File: src/rtl/mbinit_sb_pkg.sv
// Shared MBINIT sideband definitions: message codes and the TX arbiter state encoding.
package mbinit_sb_pkg;

  localparam logic [3:0] SB_MSG_START_REQ          = 4'b0001;
  localparam logic [3:0] SB_MSG_START_RESP         = 4'b0010;
  localparam logic [3:0] SB_MSG_END_REQ            = 4'b0011;
  localparam logic [3:0] SB_MSG_END_RESP           = 4'b0100;
  localparam logic [3:0] SB_MSG_APPLY_DEGRADE_REQ  = 4'b0101;
  localparam logic [3:0] SB_MSG_APPLY_DEGRADE_RESP = 4'b0110;

  typedef enum logic [1:0] {
    ST_IDLE      = 2'b00,
    ST_SEND      = 2'b01,
    ST_WAIT_DONE = 2'b10,
    ST_RELEASE   = 2'b11
  } sb_arb_state_t;

endpackage

File: src/rtl/sb_req_slot.sv
// One-deep holding register for a single sideband requester, with overflow detect.
module sb_req_slot (
  input  logic       CLK,
  input  logic       rst_n,
  input  logic       req_valid,
  input  logic [3:0] req_msg,
  input  logic [1:0] req_msginfo,
  input  logic       clear,
  output logic       pend,
  output logic       pend_next,
  output logic [3:0] msg,
  output logic [1:0] info,
  output logic       overflow_hit
);

  logic       pend_reg;
  logic [3:0] msg_reg;
  logic [1:0] info_reg;
  logic       load;

  // A full slot (including one being released this cycle) never accepts a new request.
  assign load         = req_valid & ~pend_reg;
  assign overflow_hit = req_valid & pend_reg;
  assign pend_next    = load | (pend_reg & ~clear);

  always_ff @(posedge CLK or negedge rst_n) begin
    if (!rst_n) begin
      pend_reg <= 1'b0;
      msg_reg  <= 4'b0000;
      info_reg <= 2'b00;
    end else begin
      pend_reg <= pend_next;
      if (load) begin
        msg_reg  <= req_msg;
        info_reg <= req_msginfo;
      end
    end
  end

  assign pend = pend_reg;
  assign msg  = msg_reg;
  assign info = info_reg;

endmodule

File: src/rtl/mbinit_sb_tx_arbiter.sv
// Round-robin arbiter sharing the sideband TX path between the REPAIRMB initiator and responder.
// Optional watchdog on the serializer completion is enabled with SB_ARB_TIMEOUT_EN.
module mbinit_sb_tx_arbiter
  import mbinit_sb_pkg::*;
#(
  parameter int NREQ           = 2,
  parameter int TIMEOUT_CYCLES = 1023
) (
  input  logic       CLK,
  input  logic       rst_n,
  input  logic [1:0] i_req_valid,
  input  logic [7:0] i_req_msg,
  input  logic [3:0] i_req_msginfo,
  output logic       o_sb_valid,
  output logic [3:0] o_sb_msg,
  output logic [1:0] o_sb_msginfo,
  input  logic       i_sb_done,
  output logic       o_Busy_SideBand,
  output logic       o_falling_edge_busy,
  output logic [1:0] o_req_done,
  output logic       o_overflow,
  output logic       o_timeout
);

  sb_arb_state_t state_reg, state_next;
  logic          grant_reg, grant_next;
  logic          last_grant_reg;
  logic          finish_ok;

  logic [1:0] pend;
  logic [1:0] pend_next;
  logic [1:0] ovf_hit;
  logic [1:0] slot_clear;
  logic [3:0] slot_msg  [2];
  logic [1:0] slot_info [2];

  logic       sb_valid_reg;
  logic [3:0] sb_msg_reg;
  logic [1:0] sb_info_reg;
  logic [1:0] req_done_reg;
  logic       overflow_reg;
  logic       busy_reg, busy_next;
  logic       fall_reg;

  assign slot_clear = (state_reg == ST_RELEASE) ? (grant_reg ? 2'b10 : 2'b01) : 2'b00;

  genvar gi;
  generate
    for (gi = 0; gi < NREQ; gi++) begin : g_slot
      sb_req_slot u_slot (
        .CLK          (CLK),
        .rst_n        (rst_n),
        .req_valid    (i_req_valid[gi]),
        .req_msg      (i_req_msg[4*gi +: 4]),
        .req_msginfo  (i_req_msginfo[2*gi +: 2]),
        .clear        (slot_clear[gi]),
        .pend         (pend[gi]),
        .pend_next    (pend_next[gi]),
        .msg          (slot_msg[gi]),
        .info         (slot_info[gi]),
        .overflow_hit (ovf_hit[gi])
      );
    end
  endgenerate

`ifdef SB_ARB_TIMEOUT_EN
  localparam logic [9:0] TO_LIMIT = 10'(TIMEOUT_CYCLES - 1);
  logic [9:0] wait_cnt_reg;
  logic       timeout_hit;
  logic       timeout_reg;

  always_ff @(posedge CLK or negedge rst_n) begin
    if (!rst_n) begin
      wait_cnt_reg <= 10'd0;
      timeout_reg  <= 1'b0;
    end else begin
      wait_cnt_reg <= (state_reg == ST_WAIT_DONE) ? wait_cnt_reg + 10'd1 : 10'd0;
      timeout_reg  <= timeout_reg | timeout_hit;
    end
  end

  assign o_timeout = timeout_reg;
`else
  logic [9:0] timeout_unused;
  assign timeout_unused = 10'(TIMEOUT_CYCLES);
  assign o_timeout      = 1'b0;
`endif

  always_ff @(posedge CLK or negedge rst_n) begin
    if (!rst_n) begin
      state_reg <= ST_IDLE;
      grant_reg <= 1'b0;
    end else begin
      state_reg <= state_next;
      grant_reg <= grant_next;
    end
  end

  always_comb begin
    state_next = state_reg;
    grant_next = grant_reg;
    finish_ok  = 1'b0;
`ifdef SB_ARB_TIMEOUT_EN
    timeout_hit = 1'b0;
`endif
    case (state_reg)
      ST_IDLE: begin
        if (|pend) begin
          state_next = ST_SEND;
          grant_next = (&pend) ? ~last_grant_reg : pend[1];
        end
      end
      ST_SEND: state_next = ST_WAIT_DONE;
      ST_WAIT_DONE: begin
        if (i_sb_done) begin
          state_next = ST_RELEASE;
          finish_ok  = 1'b1;
        end
`ifdef SB_ARB_TIMEOUT_EN
        else if (wait_cnt_reg == TO_LIMIT) begin
          state_next  = ST_RELEASE;
          timeout_hit = 1'b1;
        end
`endif
      end
      ST_RELEASE: state_next = ST_IDLE;
      default:    state_next = ST_IDLE;
    endcase
  end

  assign busy_next = (|pend_next) | (state_next != ST_IDLE);

  // Launch fields are registered off the IDLE->SEND decision so they line up with the SEND cycle.
  always_ff @(posedge CLK or negedge rst_n) begin
    if (!rst_n) begin
      sb_valid_reg   <= 1'b0;
      sb_msg_reg     <= 4'b0000;
      sb_info_reg    <= 2'b00;
      req_done_reg   <= 2'b00;
      last_grant_reg <= 1'b1;
      overflow_reg   <= 1'b0;
      busy_reg       <= 1'b0;
      fall_reg       <= 1'b0;
    end else begin
      sb_valid_reg <= (state_next == ST_SEND);
      sb_msg_reg   <= (state_next == ST_SEND) ? slot_msg[grant_next]  : 4'b0000;
      sb_info_reg  <= (state_next == ST_SEND) ? slot_info[grant_next] : 2'b00;
      req_done_reg <= finish_ok ? (grant_reg ? 2'b10 : 2'b01) : 2'b00;
      if (state_reg == ST_RELEASE) begin
        last_grant_reg <= grant_reg;
      end
      overflow_reg <= overflow_reg | (|ovf_hit);
      busy_reg     <= busy_next;
      fall_reg     <= busy_reg & ~busy_next;
    end
  end

  assign o_sb_valid          = sb_valid_reg;
  assign o_sb_msg            = sb_msg_reg;
  assign o_sb_msginfo        = sb_info_reg;
  assign o_req_done          = req_done_reg;
  assign o_overflow          = overflow_reg;
  assign o_Busy_SideBand     = busy_reg;
  assign o_falling_edge_busy = fall_reg;

endmodule
File: config.mk
export PLATFORM = sky130hd
export DESIGN_NAME = mbinit_sb_tx_arbiter
export DESIGN_NICKNAME = d
export VERILOG_FILES = /design/src/rtl/mbinit_sb_pkg.sv /design/src/rtl/sb_req_slot.sv /design/src/rtl/mbinit_sb_tx_arbiter.sv
export SDC_FILE = /design/constraint.sdc
export NUM_CORES = 1
export LEC_CHECK = 0
export ABC_AREA = 1
export BUFFER_PORTS_ARGS = -buffer_cell sky130_fd_sc_hd__buf_2
export CAP_MARGIN = 20
export CELL_PAD_IN_SITES_DETAIL_PLACEMENT = 1
export CELL_PAD_IN_SITES_GLOBAL_PLACEMENT = 1
export CORE_ASPECT_RATIO = 1.1
export CORE_MARGIN = 3
export CORE_UTILIZATION = 41
export DETAILED_ROUTE_END_ITERATION = 10
export PLACE_DENSITY = 0.87
export SLEW_MARGIN = 10
export SYNTH_ARGS = -nofsm -noshare
export SYNTH_HDL_FRONTEND = slang
export SYNTH_HIERARCHICAL = 1
export SYNTH_SLANG_ARGS = --single-unit
export TNS_END_PERCENT = 100
File: constraint.sdc
create_clock -name CLK -period 1.7 [get_ports CLK]
set_input_delay 0.085 -clock CLK [delete_from_list [all_inputs] [get_ports CLK]]
set_output_delay 0.085 -clock CLK [all_outputs]
set_load 0.02 [all_outputs]
Word-level counts from Yosys, hierarchy flattened
Cells that the tools add are included.

storage, ports and cells
  bits in registers = 30
  bits of input ports = 17
  output and inout port bits = 13
  word-level logic and storage cells = 64

cells by class
  order comparisons = 1
  equality and inequality tests = 4
  multiplexer cells = 19
  bitwise operators = 18
  reduce and logical (&&, ||, !) cells = 6

operators with widths
  cell                                           number
  two-way mux 2 bit                              9
  two-way mux 4 bit                              4
  one-hot mux 2 bit (4 select lines)             1
  bitwise AND 1 bit                              7
  NOT 1 bit                                      6
  OR reduction 2 bit                             3
  two-way mux 1 bit                              5
  == test 2 x 1 -> 1 bit, second input constant  2
  == test 2 bit, second input constant           2
  bitwise OR 1 bit                               4
  >= comparator 2 bit, second input constant     1
  logical NOT 2 bit                              1
  NOT 1 -> 2 bit                                 1
  AND reduction 2 bit                            1
  nonzero test 2 bit                             1

Logic depth before layout (Yosys ltp)
Gate-level depths: netlist (run 1).

  word-level depth = 9
  depth in mapped cells = 8
  mapped depth without buffers = 8

Cells and area by module
Netlist (run 1), hierarchy kept.

modules (own cells, without submodules)
  module                instances  cells each  area an instance (sq um)  seq. area each (sq um)
  mbinit_sb_tx_arbiter  1          84          824.5                     401.6
  sb_req_slot           2          31          334.1                     175.2

Worst setup path before layout (run 1)
No wires, ideal clock.

  kind = register to register
  start point = register state_reg[0]
  end point = register grant_reg
  setup time = 0.120 ns
  data arrival time = 1.145 ns
  required time = 1.580 ns
  setup slack = 0.435 ns
  cell stages (with the launch flop) = 6
  period minus slack after synthesis = 1.265 ns
  path through = dfrtp_1 -> inv_1 -> ha_1 -> nand3_2 -> buf_6 -> and2_2

on the way
  word-level cells in the longest chain between the ends = 2

ends and longest elaborated chain
  element                 line                         text
  start, declared         mbinit_sb_tx_arbiter.sv:25   sb_arb_state_t state_reg, state_next;
  start signal, assigned  mbinit_sb_tx_arbiter.sv:94   state_reg <= state_next;
  logical NOT 2 bit       mbinit_sb_tx_arbiter.sv:106  case (state_reg)
  two-way mux 1 bit       mbinit_sb_tx_arbiter.sv:106
  named net grant_next    mbinit_sb_tx_arbiter.sv:26   logic grant_reg, grant_next;
  end signal, assigned    mbinit_sb_tx_arbiter.sv:95   grant_reg <= grant_next;
  end, declared           mbinit_sb_tx_arbiter.sv:26

The timed path passes the listed nets, and every way through them passes these cells.
A chain may end at the register's enable or synchronous reset.

Worst setup path after layout (run 1)
Same ends and word-level chain as after synthesis.

==> results of run 1 <==
[area by class of cell]
cell class | count | area (um2)
fill | 410 | 1660
sequential | 30 | 752
multi-input combinational | 92 | 612
timing repair buffer | 34 | 200
inverter | 19 | 76.3
tap | 48 | 60.1
clock buffer | 8 | 48.8
[what timing repair did]
item,in CTS,in global routing
buffers inserted,0,0
hold buffers,5,1
hold endpoints to repair,33,1
[power breakdown]
| group | switching, mW | internal, mW | total, mW |
|---|---|---|---|
| combinational | 0.936 | 0.539 | 1.47 |
| sequential | 0.218 | 0.992 | 1.21 |
| clock | 0.222 | 0.164 | 0.386 |
| total | 1.38 | 1.69 | 3.07 |
[layout by cell type (no fill, tap or decap), types with 4 or more instances in the layout]
cell type	count
sky130_fd_sc_hd__dfrtp_1	29
sky130_fd_sc_hd__buf_2	28
sky130_fd_sc_hd__nand2_2	25
sky130_fd_sc_hd__inv_1	17
sky130_fd_sc_hd__nand3_1	16
sky130_fd_sc_hd__nand2_1	13
sky130_fd_sc_hd__nor2_1	8
sky130_fd_sc_hd__a21oi_2	6
sky130_fd_sc_hd__dlygate4sd3_1	6
sky130_fd_sc_hd__nand3_2	5
sky130_fd_sc_hd__clkbuf_4	5
sky130_fd_sc_hd__ha_1	4
[worst max-delay path by stage]
stage	startpoint	slack, ps	end	cells past startpoint
finish	state_reg[0]	170	grant_reg	4
CTS	state_reg[0]	170	grant_reg	4
detailed placement	state_reg[0]	190	grant_reg	4
global route	state_reg[0]	50	o_sb_msginfo[1]	6
floorplan	state_reg[0]	430	grant_reg	5
global placement	state_reg[0]	280	grant_reg	4
[worst min-delay path, cell delays in order]
cell,delay [ps]
sky130_fd_sc_hd__buf_2,80
sky130_fd_sc_hd__nand3_1,80
sky130_fd_sc_hd__nand2_2,70
[layer usage]
| metal | part of all wire [%] | global-route usage [%] | vias up |
|---|---|---|---|
| li1 | - | - | 524 |
| met2 | 53 | 25.5 | 24 |
| met4 | 1.9 | 6.47 | 0 |
| met1 | 40 | 16.9 | 511 |
| met5 | 0 | 0 | - |
| met3 | 5.0 | 4.86 | 6 |
[cell families (layout without fill, tap and decap cells)]
group | count (synthesis) | in the layout | share of synthesized area, %
and+or+nand+nor | 77 | 77 | 31.8
DFF | 30 | 30 | 50.4
buffers and inverters | 24 | 61 | 8.63
AOI/OAI and AO/OA | 10 | 10 | 5.62
adders and majority gates | 4 | 4 | 3.35
other | 1 | 1 | 0.251
==> report_table.html, run 1 <==
<table>
<tr><th>Metric</th><th>Value</th></tr>
<tr><th colspan="2">Run status</th></tr>
<tr><td>Outcome</td><td>finished, final reports clean</td></tr>
<tr><th colspan="2">Route</th></tr>
<tr><td>Drt initial violations</td><td>20</td></tr>
<tr><td>Wire length per cell after detailed routing</td><td>12.6 um</td></tr>
<tr><td>Via-to-Cell Ratio</td><td>4.61</td></tr>
<tr><td>Number of remaining DRC errors</td><td>0</td></tr>
<tr><td>Iteration count of the initial detailed-routing pass</td><td>4</td></tr>
<tr><td>Number of vias in the routed layout</td><td>1065</td></tr>
<tr><td>Remaining antenna violation count after routing</td><td>0</td></tr>
<tr><td>Final wirelength</td><td>2.91 mm</td></tr>
<tr><th colspan="2">Floorplanning</th></tr>
<tr><td>Starting density of the core</td><td>43.7%</td></tr>
<tr><td>Full die area</td><td>4400 um2</td></tr>
<tr><td>Y dimension of the die</td><td>69.3 um</td></tr>
<tr><td>Core footprint</td><td>3410 um2</td></tr>
<tr><td>Rows</td><td>22</td></tr>
<tr><td>Boundary pin count</td><td>30</td></tr>
<tr><td>Die boundary width</td><td>63.5 um</td></tr>
<tr><th colspan="2">Cells and area</th></tr>
<tr><td>Number of flip-flops in the largest register</td><td>8</td></tr>
<tr><td>Final cell count without fillers</td><td>231</td></tr>
<tr><td>Final Instance Area</td><td>1750 um2</td></tr>
<tr><td>Final net count</td><td>203</td></tr>
<tr><td>Layout overhead on the synthesized area</td><td>17.2%</td></tr>
<tr><td>Number of inserted diodes</td><td>0</td></tr>
<tr><td>Final standard cell utilization of the core</td><td>51.2%</td></tr>
<tr><td>Fraction of final layout cells sized beyond drive strength 1</td><td>45.4%</td></tr>
<tr><th colspan="2">Synth</th></tr>
<tr><td>Number of unique standard cell types used by synthesis</td><td>23</td></tr>
<tr><td>Synth async-reset ratio</td><td>100%</td></tr>
<tr><td>Most instantiated cells after synthesis</td><td>29 x sky130_fd_sc_hd__dfrtp_1, 25 x sky130_fd_sc_hd__nand2_2, 17 x sky130_fd_sc_hd__inv_1, 16 x sky130_fd_sc_hd__nand3_1, 13 x sky130_fd_sc_hd__nand2_1</td></tr>
<tr><td>Flops &amp; latches, synth</td><td>30</td></tr>
<tr><td>Number of nets in the synthesized netlist</td><td>167</td></tr>
<tr><td>Post-synth top area cell</td><td>sky130_fd_sc_hd__dfrtp_1</td></tr>
<tr><td>Dominant cells by area after synthesis</td><td>sky130_fd_sc_hd__dfrtp_1 49%, sky130_fd_sc_hd__nand2_2 10%, sky130_fd_sc_hd__nand3_1 5.4%</td></tr>
<tr><td>Syn avg cell area</td><td>10.2 um2</td></tr>
<tr><td>Number of flops mapped to enable cells by yosys</td><td>0</td></tr>
<tr><td>Sequential cell area fraction in the yosys report</td><td>50.4%</td></tr>
<tr><td>Number of warnings printed during yosys synthesis</td><td>6</td></tr>
<tr><td>Flip-flop cell with the highest count after synthesis</td><td>sky130_fd_sc_hd__dfrtp_1</td></tr>
<tr><td>Gate count of the mapped netlist</td><td>146</td></tr>
<tr><td>Area of the mapped netlist</td><td>1490 um2</td></tr>
<tr><td>Area share of the leading cell type in the synthesized netlist</td><td>48.6%</td></tr>
<tr><td>Count leader, synth</td><td>sky130_fd_sc_hd__dfrtp_1</td></tr>
<tr><th colspan="2">Critical path</th></tr>
<tr><td>Depth of the worst register-to-register path</td><td>4</td></tr>
<tr><td>Number of buffer and inverter stages on the critical path</td><td>1</td></tr>
<tr><td>Critical-path cell list</td><td>inv_1, ha_1, nand3_2, and2_2</td></tr>
<tr><td>Data arrival time of the critical path</td><td>1740 ps</td></tr>
<tr><td>Largest delay contributor family on the critical path</td><td>simple AND/OR/NAND/NOR gates</td></tr>
<tr><td>Startpoint-to-endpoint class of the critical path</td><td>flip-flop to flip-flop</td></tr>
<tr><td>Peak fanout along the critical path</td><td>13</td></tr>
<tr><td>Reg-to-reg critical path endpoint</td><td>grant_reg</td></tr>
<tr><td>Slowest-stage cell, CP</td><td>sky130_fd_sc_hd__dfrtp_1</td></tr>
<tr><td>CP peak stage delay</td><td>410 ps</td></tr>
<tr><td>Reg-to-reg slack, setup</td><td>170 ps</td></tr>
<tr><td>Critical register-to-register path startpoint</td><td>state_reg[0]</td></tr>
<tr><td>Critical path required time</td><td>1910 ps</td></tr>
<tr><td>Kind of start point of the critical path</td><td>flip-flop</td></tr>
<tr><td>Element type at the critical path end</td><td>flip-flop</td></tr>
<tr><th colspan="2">Timing</th></tr>
<tr><td>Actual transition at the worst max-transition pin</td><td>652 ps</td></tr>
<tr><td>Total negative setup slack</td><td>0 ps</td></tr>
<tr><td>Final period util</td><td>90.0%</td></tr>
<tr><td>Final Skew</td><td>1.94 ps</td></tr>
<tr><td>Setup repair after global routing missed its margin</td><td>false</td></tr>
<tr><td>Crit path time final</td><td>1530 ps</td></tr>
<tr><td>Hold Fails Final Rpt</td><td>0</td></tr>
<tr><td>Worst-case setup margin in the final layout</td><td>170 ps</td></tr>
<tr><td>Max frequency</td><td>0.654 GHz</td></tr>
<tr><td>Tightest hold margin</td><td>14.9 ps</td></tr>
<tr><td>Worst slew margin relative to its limit</td><td>56.6%</td></tr>
<tr><td>Number of pins with negative max-slew slack in the final report</td><td>0</td></tr>
<tr><td>Final Setup Violations</td><td>0</td></tr>
<tr><th colspan="2">Min path</th></tr>
<tr><td>Worst Hold Class</td><td>input port to flip-flop</td></tr>
<tr><td>Hold-critical path endpoint</td><td>g_slot[0].u_slot/info[1]</td></tr>
<tr><td>Number of stages on the worst hold path</td><td>3</td></tr>
<tr><td>HP Start</td><td>i_req_msginfo[1]</td></tr>
<tr><th colspan="2">Clocking</th></tr>
<tr><td>Post_cts resized</td><td>0</td></tr>
<tr><td>Worst-Skew Late Latency</td><td>320 ps</td></tr>
<tr><td>CTS sink cnt</td><td>30</td></tr>
<tr><td>Clock slew at reported path FFs</td><td>80 ps</td></tr>
<tr><td>TritonCTS Buffers</td><td>5</td></tr>
<tr><td># H-tree levels</td><td>2</td></tr>
<tr><td>TritonCTS clock tree</td><td>done</td></tr>
<tr><td>Clock root cell</td><td>sky130_fd_sc_hd__clkbuf_4</td></tr>
<tr><td>Maximum clock insertion buffer count</td><td>2</td></tr>
<tr><th colspan="2">Place</th></tr>
<tr><td>Number of port buffers</td><td>28</td></tr>
<tr><td>Routability-driven placement congestion ratio</td><td>0.790</td></tr>
<tr><td>Detailed Place HPWL</td><td>2.22 mm</td></tr>
<tr><td>Dpl cell area</td><td>1640 um2</td></tr>
<tr><td>Total placed cells including tap cells</td><td>217</td></tr>
<tr><td>Worst Setup Slack post-DPL</td><td>192 ps</td></tr>
<tr><th colspan="2">Pwr</th></tr>
<tr><td>Post-layout power</td><td>3.07 mW</td></tr>
<tr><td>Peak supply drop</td><td>0.613 mV</td></tr>
<tr><td>Leak pwr</td><td>0.910 nW</td></tr>
<tr><td>PwrDens</td><td>1760 nW/um2</td></tr>
<tr><th colspan="2">Run</th></tr>
<tr><td>Max capacitance violation total</td><td>0</td></tr>
<tr><th colspan="2">Global route</th></tr>
<tr><td>Overall Global Routing Usage</td><td>14.9%</td></tr>
<tr><td>Vias in the first global route</td><td>1157</td></tr>
<tr><td>Maximum number of pins on one net before global-route repair</td><td>31</td></tr>
<tr><td>First-pass GRT wire length</td><td>5.15 mm</td></tr>
<tr><td>Initial antenna violation count</td><td>0</td></tr>
<tr><td>Gr ovfl total</td><td>0</td></tr>
</table>
No activity file was read; power rests on OpenSTA's default activity.
==> run 2, diff against run 1 <==
--- a/config.mk
+++ b/config.mk
@@ -7,17 +7,15 @@
 export LEC_CHECK = 0
 export ABC_AREA = 1
 export BUFFER_PORTS_ARGS = -buffer_cell sky130_fd_sc_hd__buf_2
-export CAP_MARGIN = 20
 export CELL_PAD_IN_SITES_DETAIL_PLACEMENT = 1
 export CELL_PAD_IN_SITES_GLOBAL_PLACEMENT = 1
 export CORE_ASPECT_RATIO = 1.1
 export CORE_MARGIN = 3
-export CORE_UTILIZATION = 41
+export CORE_UTILIZATION = 38
 export DETAILED_ROUTE_END_ITERATION = 10
-export PLACE_DENSITY = 0.87
+export PLACE_DENSITY = 0.86
 export SLEW_MARGIN = 10
 export SYNTH_ARGS = -nofsm -noshare
 export SYNTH_HDL_FRONTEND = slang
-export SYNTH_HIERARCHICAL = 1
 export SYNTH_SLANG_ARGS = --single-unit
 export TNS_END_PERCENT = 100
==> run 2 against run 1 <==
Effect of this change:
- total power decreased by 12%
- cell count decreased by 6.5%
- sequential power decreased by 6%
- critical path depth increased by 1
- largest cell class unchanged
- maximum frequency decreased by 3.8%
- critical endpoint is now o_sb_msg[2]
- non-clock buffer count increased by 6
- core utilization decreased by 0.36 points
- clock-buffer cell count decreased by 1
==> report_table.html, run 2 <==
<table>
<tr><th>Metric</th><th>Value</th></tr>
<tr><th colspan="2">Clocking</th></tr>
<tr><td>Post_cts resized</td><td>0 (unchanged)</td></tr>
<tr><td>Clock slew at reported path FFs</td><td>90 ps (about the same)</td></tr>
<tr><td>CTS sink cnt</td><td>30 (unchanged)</td></tr>
<tr><td># H-tree levels</td><td>2 (unchanged)</td></tr>
<tr><td>TritonCTS clock tree</td><td>done</td></tr>
<tr><td>Clock root cell</td><td>sky130_fd_sc_hd__clkbuf_4</td></tr>
<tr><td>Maximum clock insertion buffer count</td><td>2 (unchanged)</td></tr>
<tr><td>TritonCTS Buffers</td><td>5 (unchanged)</td></tr>
<tr><td>Worst-Skew Late Latency</td><td>320 ps (about the same)</td></tr>
<tr><th colspan="2">Synth</th></tr>
<tr><td>Sequential cell area fraction in the yosys report</td><td>60.3% (+9.9 points)</td></tr>
<tr><td>Gate count of the mapped netlist</td><td>138 (-5.5%)</td></tr>
<tr><td>Count leader, synth</td><td>sky130_fd_sc_hd__nand2_1</td></tr>
<tr><td>Syn avg cell area</td><td>9.04 um2 (-12%)</td></tr>
<tr><td>Post-synth top area cell</td><td>sky130_fd_sc_hd__dfrtp_1</td></tr>
<tr><td>Flops &amp; latches, synth</td><td>30 (unchanged)</td></tr>
<tr><td>Area share of the leading cell type in the synthesized netlist</td><td>58.2% (+9.6 points)</td></tr>
<tr><td>Most instantiated cells after synthesis</td><td>36 x sky130_fd_sc_hd__nand2_1, 29 x sky130_fd_sc_hd__dfrtp_1, 18 x sky130_fd_sc_hd__nor2_1, 17 x sky130_fd_sc_hd__inv_1, 14 x sky130_fd_sc_hd__a21oi_1</td></tr>
<tr><td>Synth async-reset ratio</td><td>100% (unchanged)</td></tr>
<tr><td>Dominant cells by area after synthesis</td><td>sky130_fd_sc_hd__dfrtp_1 58%, sky130_fd_sc_hd__nand2_1 11%, sky130_fd_sc_hd__a21oi_1 5.6%</td></tr>
<tr><td>Flip-flop cell with the highest count after synthesis</td><td>sky130_fd_sc_hd__dfrtp_1</td></tr>
<tr><td>Number of nets in the synthesized netlist</td><td>159 (-4.8%)</td></tr>
<tr><td>Number of unique standard cell types used by synthesis</td><td>15 (-35%)</td></tr>
<tr><td>Number of warnings printed during yosys synthesis</td><td>0 (-6)</td></tr>
<tr><td>Area of the mapped netlist</td><td>1250 um2 (-16%)</td></tr>
<tr><td>Number of flops mapped to enable cells by yosys</td><td>0 (unchanged)</td></tr>
<tr><th colspan="2">Route</th></tr>
<tr><td>Final wirelength</td><td>2.80 mm (-3.7%)</td></tr>
<tr><td>Via-to-Cell Ratio</td><td>4.77 (+3.5%)</td></tr>
<tr><td>Remaining antenna violation count after routing</td><td>0 (unchanged)</td></tr>
<tr><td>Number of remaining DRC errors</td><td>0 (unchanged)</td></tr>
<tr><td>Number of vias in the routed layout</td><td>1031 (-3.2%)</td></tr>
<tr><td>Highest metal layer used by the detailed router</td><td>met4</td></tr>
<tr><td>Wire length per cell after detailed routing</td><td>13.0 um (+3.0%)</td></tr>
<tr><td>M1 WL</td><td>1.12 mm (-4.6%)</td></tr>
<tr><td>Met2 wirelength from detailed routing</td><td>1.53 mm (-0.33%)</td></tr>
<tr><td>Iteration count of the initial detailed-routing pass</td><td>4 (unchanged)</td></tr>
<tr><td>Routed wl met3</td><td>111 um (-23%)</td></tr>
<tr><td>Drt initial violations</td><td>34 (+70%)</td></tr>
<tr><th colspan="2">Global route</th></tr>
<tr><td>Overall Global Routing Usage</td><td>16.9% (+2.0 points)</td></tr>
<tr><td>First-pass GRT wire length</td><td>5.04 mm (-2.0%)</td></tr>
<tr><td>Vias in the first global route</td><td>1171 (+1.2%)</td></tr>
<tr><td>Maximum number of pins on one net before global-route repair</td><td>31 (unchanged)</td></tr>
<tr><td>Initial antenna violation count</td><td>0 (unchanged)</td></tr>
<tr><td>Gr ovfl total</td><td>0 (unchanged)</td></tr>
<tr><th colspan="2">Cells and area</th></tr>
<tr><td>Number of flip-flops in the largest register</td><td>8 (unchanged)</td></tr>
<tr><td>Fraction of final layout cells sized beyond drive strength 1</td><td>21.4% (-24 points)</td></tr>
<tr><td>Layout overhead on the synthesized area</td><td>26.5%</td></tr>
<tr><td>Final standard cell utilization of the core</td><td>50.9% (-0.36 points)</td></tr>
<tr><td>Number of inserted diodes</td><td>0 (unchanged)</td></tr>
<tr><td>Final net count</td><td>202 (-0.49%)</td></tr>
<tr><td>Most used cells in the layout excluding fill and tap cells</td><td>36 x sky130_fd_sc_hd__nand2_1, 29 x sky130_fd_sc_hd__dfrtp_1, 28 x sky130_fd_sc_hd__buf_2, 18 x sky130_fd_sc_hd__nor2_1, 17 x sky130_fd_sc_hd__inv_1</td></tr>
<tr><td>Most common library cell in the layout ignoring fill and taps</td><td>sky130_fd_sc_hd__nand2_1</td></tr>
<tr><th colspan="2">Pwr</th></tr>
<tr><td>Post-layout power</td><td>2.70 mW (-12%)</td></tr>
<tr><td>Leak pwr</td><td>0.873 nW (-4.0%)</td></tr>
<tr><td>Peak supply drop</td><td>0.600 mV (-2.2%)</td></tr>
<tr><td>PwrDens</td><td>1710 nW/um2 (-2.3%)</td></tr>
<tr><th colspan="2">Timing</th></tr>
<tr><td>Number of pins with negative max-slew slack in the final report</td><td>0 (unchanged)</td></tr>
<tr><td>Total negative setup slack</td><td>0 ps (unchanged)</td></tr>
<tr><td>Worst slew margin relative to its limit</td><td>57.3% (+0.71 points)</td></tr>
<tr><td>Final Setup Violations</td><td>0 (unchanged)</td></tr>
<tr><td>Crit path time final</td><td>1590 ps (+60.3 ps)</td></tr>
<tr><td>Hold Fails Final Rpt</td><td>0 (unchanged)</td></tr>
<tr><td>Max frequency</td><td>0.629 GHz (-3.8%)</td></tr>
<tr><td>Actual transition at the worst max-transition pin</td><td>641 ps (-10.6 ps)</td></tr>
<tr><td>Final period util</td><td>93.5% (+3.5 points)</td></tr>
<tr><td>Setup repair after global routing missed its margin</td><td>false</td></tr>
<tr><td>Final Skew</td><td>11.8 ps (+9.88 ps)</td></tr>
<tr><th colspan="2">Place</th></tr>
<tr><td>Routability-driven placement congestion ratio</td><td>0.859 (+8.7%)</td></tr>
<tr><td>Detailed Place HPWL</td><td>2.13 mm (-3.7%)</td></tr>
<tr><td>Number of port buffers</td><td>28 (unchanged)</td></tr>
<tr><th colspan="2">Floorplanning</th></tr>
<tr><td>Full die area</td><td>4010 um2 (-9.0%)</td></tr>
<tr><td>Y dimension of the die</td><td>66.1 um (-4.6%)</td></tr>
<tr><td>Die boundary width</td><td>60.6 um (-4.6%)</td></tr>
<tr><td>Boundary pin count</td><td>30 (unchanged)</td></tr>
<tr><td>Core footprint</td><td>3100 um2 (-9.2%)</td></tr>
<tr><td>Starting density of the core</td><td>40.2% (-3.5 points)</td></tr>
<tr><td>Rows</td><td>21 (-4.5%)</td></tr>
<tr><th colspan="2">Run status</th></tr>
<tr><td>Outcome</td><td>finished, final reports clean</td></tr>
<tr><th colspan="2">Critical path</th></tr>
<tr><td>Data arrival time of the critical path</td><td>1810 ps (+70 ps)</td></tr>
<tr><td>Peak fanout along the critical path</td><td>13 (unchanged)</td></tr>
<tr><td>Endpoint of the worst setup timing path</td><td>o_sb_msg[2]</td></tr>
<tr><td>Reg-to-reg critical path endpoint</td><td>o_sb_msg[2]</td></tr>
<tr><td>Depth of the worst register-to-register path</td><td>5 (+1)</td></tr>
<tr><td>Reg-to-reg slack, setup</td><td>110 ps (-60 ps)</td></tr>
<tr><td>Critical register-to-register path startpoint</td><td>state_reg[0]</td></tr>
<tr><td>Critical path required time</td><td>1920 ps (about the same)</td></tr>
<tr><td>Startpoint-to-endpoint class of the critical path</td><td>flip-flop to flip-flop</td></tr>
<tr><td>Element type at the critical path end</td><td>flip-flop</td></tr>
<tr><td>Kind of start point of the critical path</td><td>flip-flop</td></tr>
<tr><td>Critical Path Source</td><td>state_reg[0]</td></tr>
<tr><th colspan="2">Run</th></tr>
<tr><td>Max capacitance violation total</td><td>0 (unchanged)</td></tr>
<tr><th colspan="2">Min path</th></tr>
<tr><td>Worst Hold Class</td><td>input port to flip-flop</td></tr>
</table>
run 2: cell count changes in the layout (fill, tap and decap cells not counted), moves of 4 or more:
cell	change
sky130_fd_sc_hd__a21oi_2	-6
sky130_fd_sc_hd__nor2_1	+10
sky130_fd_sc_hd__nand2_2	-25
sky130_fd_sc_hd__dlygate4sd3_1	+4
sky130_fd_sc_hd__a21oi_1	+14
sky130_fd_sc_hd__nand3_1	-6
sky130_fd_sc_hd__nand2_1	+23
sky130_fd_sc_hd__nand3_2	-5
run 2: what timing repair did:
action                    CTS  global route
hold buffers                9             1
buffers inserted            0             0
hold endpoints to repair   37             1
run 2: cell type report:
type | instances | area, um2
multi-input cells | 87 | 404
inverters | 17 | 63.8
clock buffers | 7 | 55.1
repair buffers | 40 | 255
well taps | 34 | 42.5
fillers | 377 | 1520
clock inverters | 1 | 5.00
flip-flops and latches | 30 | 752
run 2: per-stage QoR:
step                hold slack, ps  cells  cell area, um2  setup WS (ps)
floorplan                     -211    138            1250            460
global placement               133    198            1420            334
detailed placement             149    198            1420            153
CTS                          0.165    215            1570            149
global route                  11.0    216            1580           4.97
finish                        14.3    216            1580            110
run 2: metal layers:
| metal | global-route usage, % | up-vias |
|---|---|---|
| met5 | 0 | - |
| met4 | 7.32 | 0 |
| met3 | 6.25 | 4 |
| met2 | 29.5 | 24 |
| met1 | 17.6 | 494 |
| li1 | - | 509 |
run 2: worst max-delay path, stage by stage, from the launching register on:
cell                      delay, ps
sky130_fd_sc_hd__dfrtp_1        410
sky130_fd_sc_hd__inv_1          150
sky130_fd_sc_hd__ha_1           200
sky130_fd_sc_hd__nand3_1        340
sky130_fd_sc_hd__a21oi_1        310
sky130_fd_sc_hd__nor2_1          80
run 2: power breakdown:
group / switching [mW] / total (mW) / leakage, nW / internal [mW]
Sequential: 0.141 / 1.14 / 0.359 / 0.999
Clock: 0.229 / 0.429 / 0.0353 / 0.200
Combinational: 0.753 / 1.14 / 0.480 / 0.383
Total: 1.12 / 2.70 / 0.873 / 1.58
run 2: kinds of logic (layout without fill, tap and decap cells):
group	count (synthesis)	in the layout	synth area share (%)
flip-flops	30	30	60.3
adder cells (fa/ha/maj)	4	4	4.01
buffers and inverters	21	65	7.32
other	1	1	0.301
AO/OA/AOI/OAI	16	16	6.42
AND/OR/NAND/NOR	66	66	21.7
run 2: how the worst min path moves through the flow:
stage          slack (ps)      startpoint  cells past startpoint                       end
4_1_cts               0.2  i_req_valid[0]                      3                o_overflow
2_1_floorplan        -210           rst_n                      0  g_slot[0].u_slot.info[0]
6_report               10    i_req_msg[4]                      3   g_slot[1].u_slot.msg[0]
3_5_place_dp          150           rst_n                      1   g_slot[1].u_slot.msg[1]
5_1_grt                10    i_req_msg[4]                      3   g_slot[1].u_slot.msg[0]
3_3_place_gp          130           rst_n                      1   g_slot[1].u_slot.msg[1]
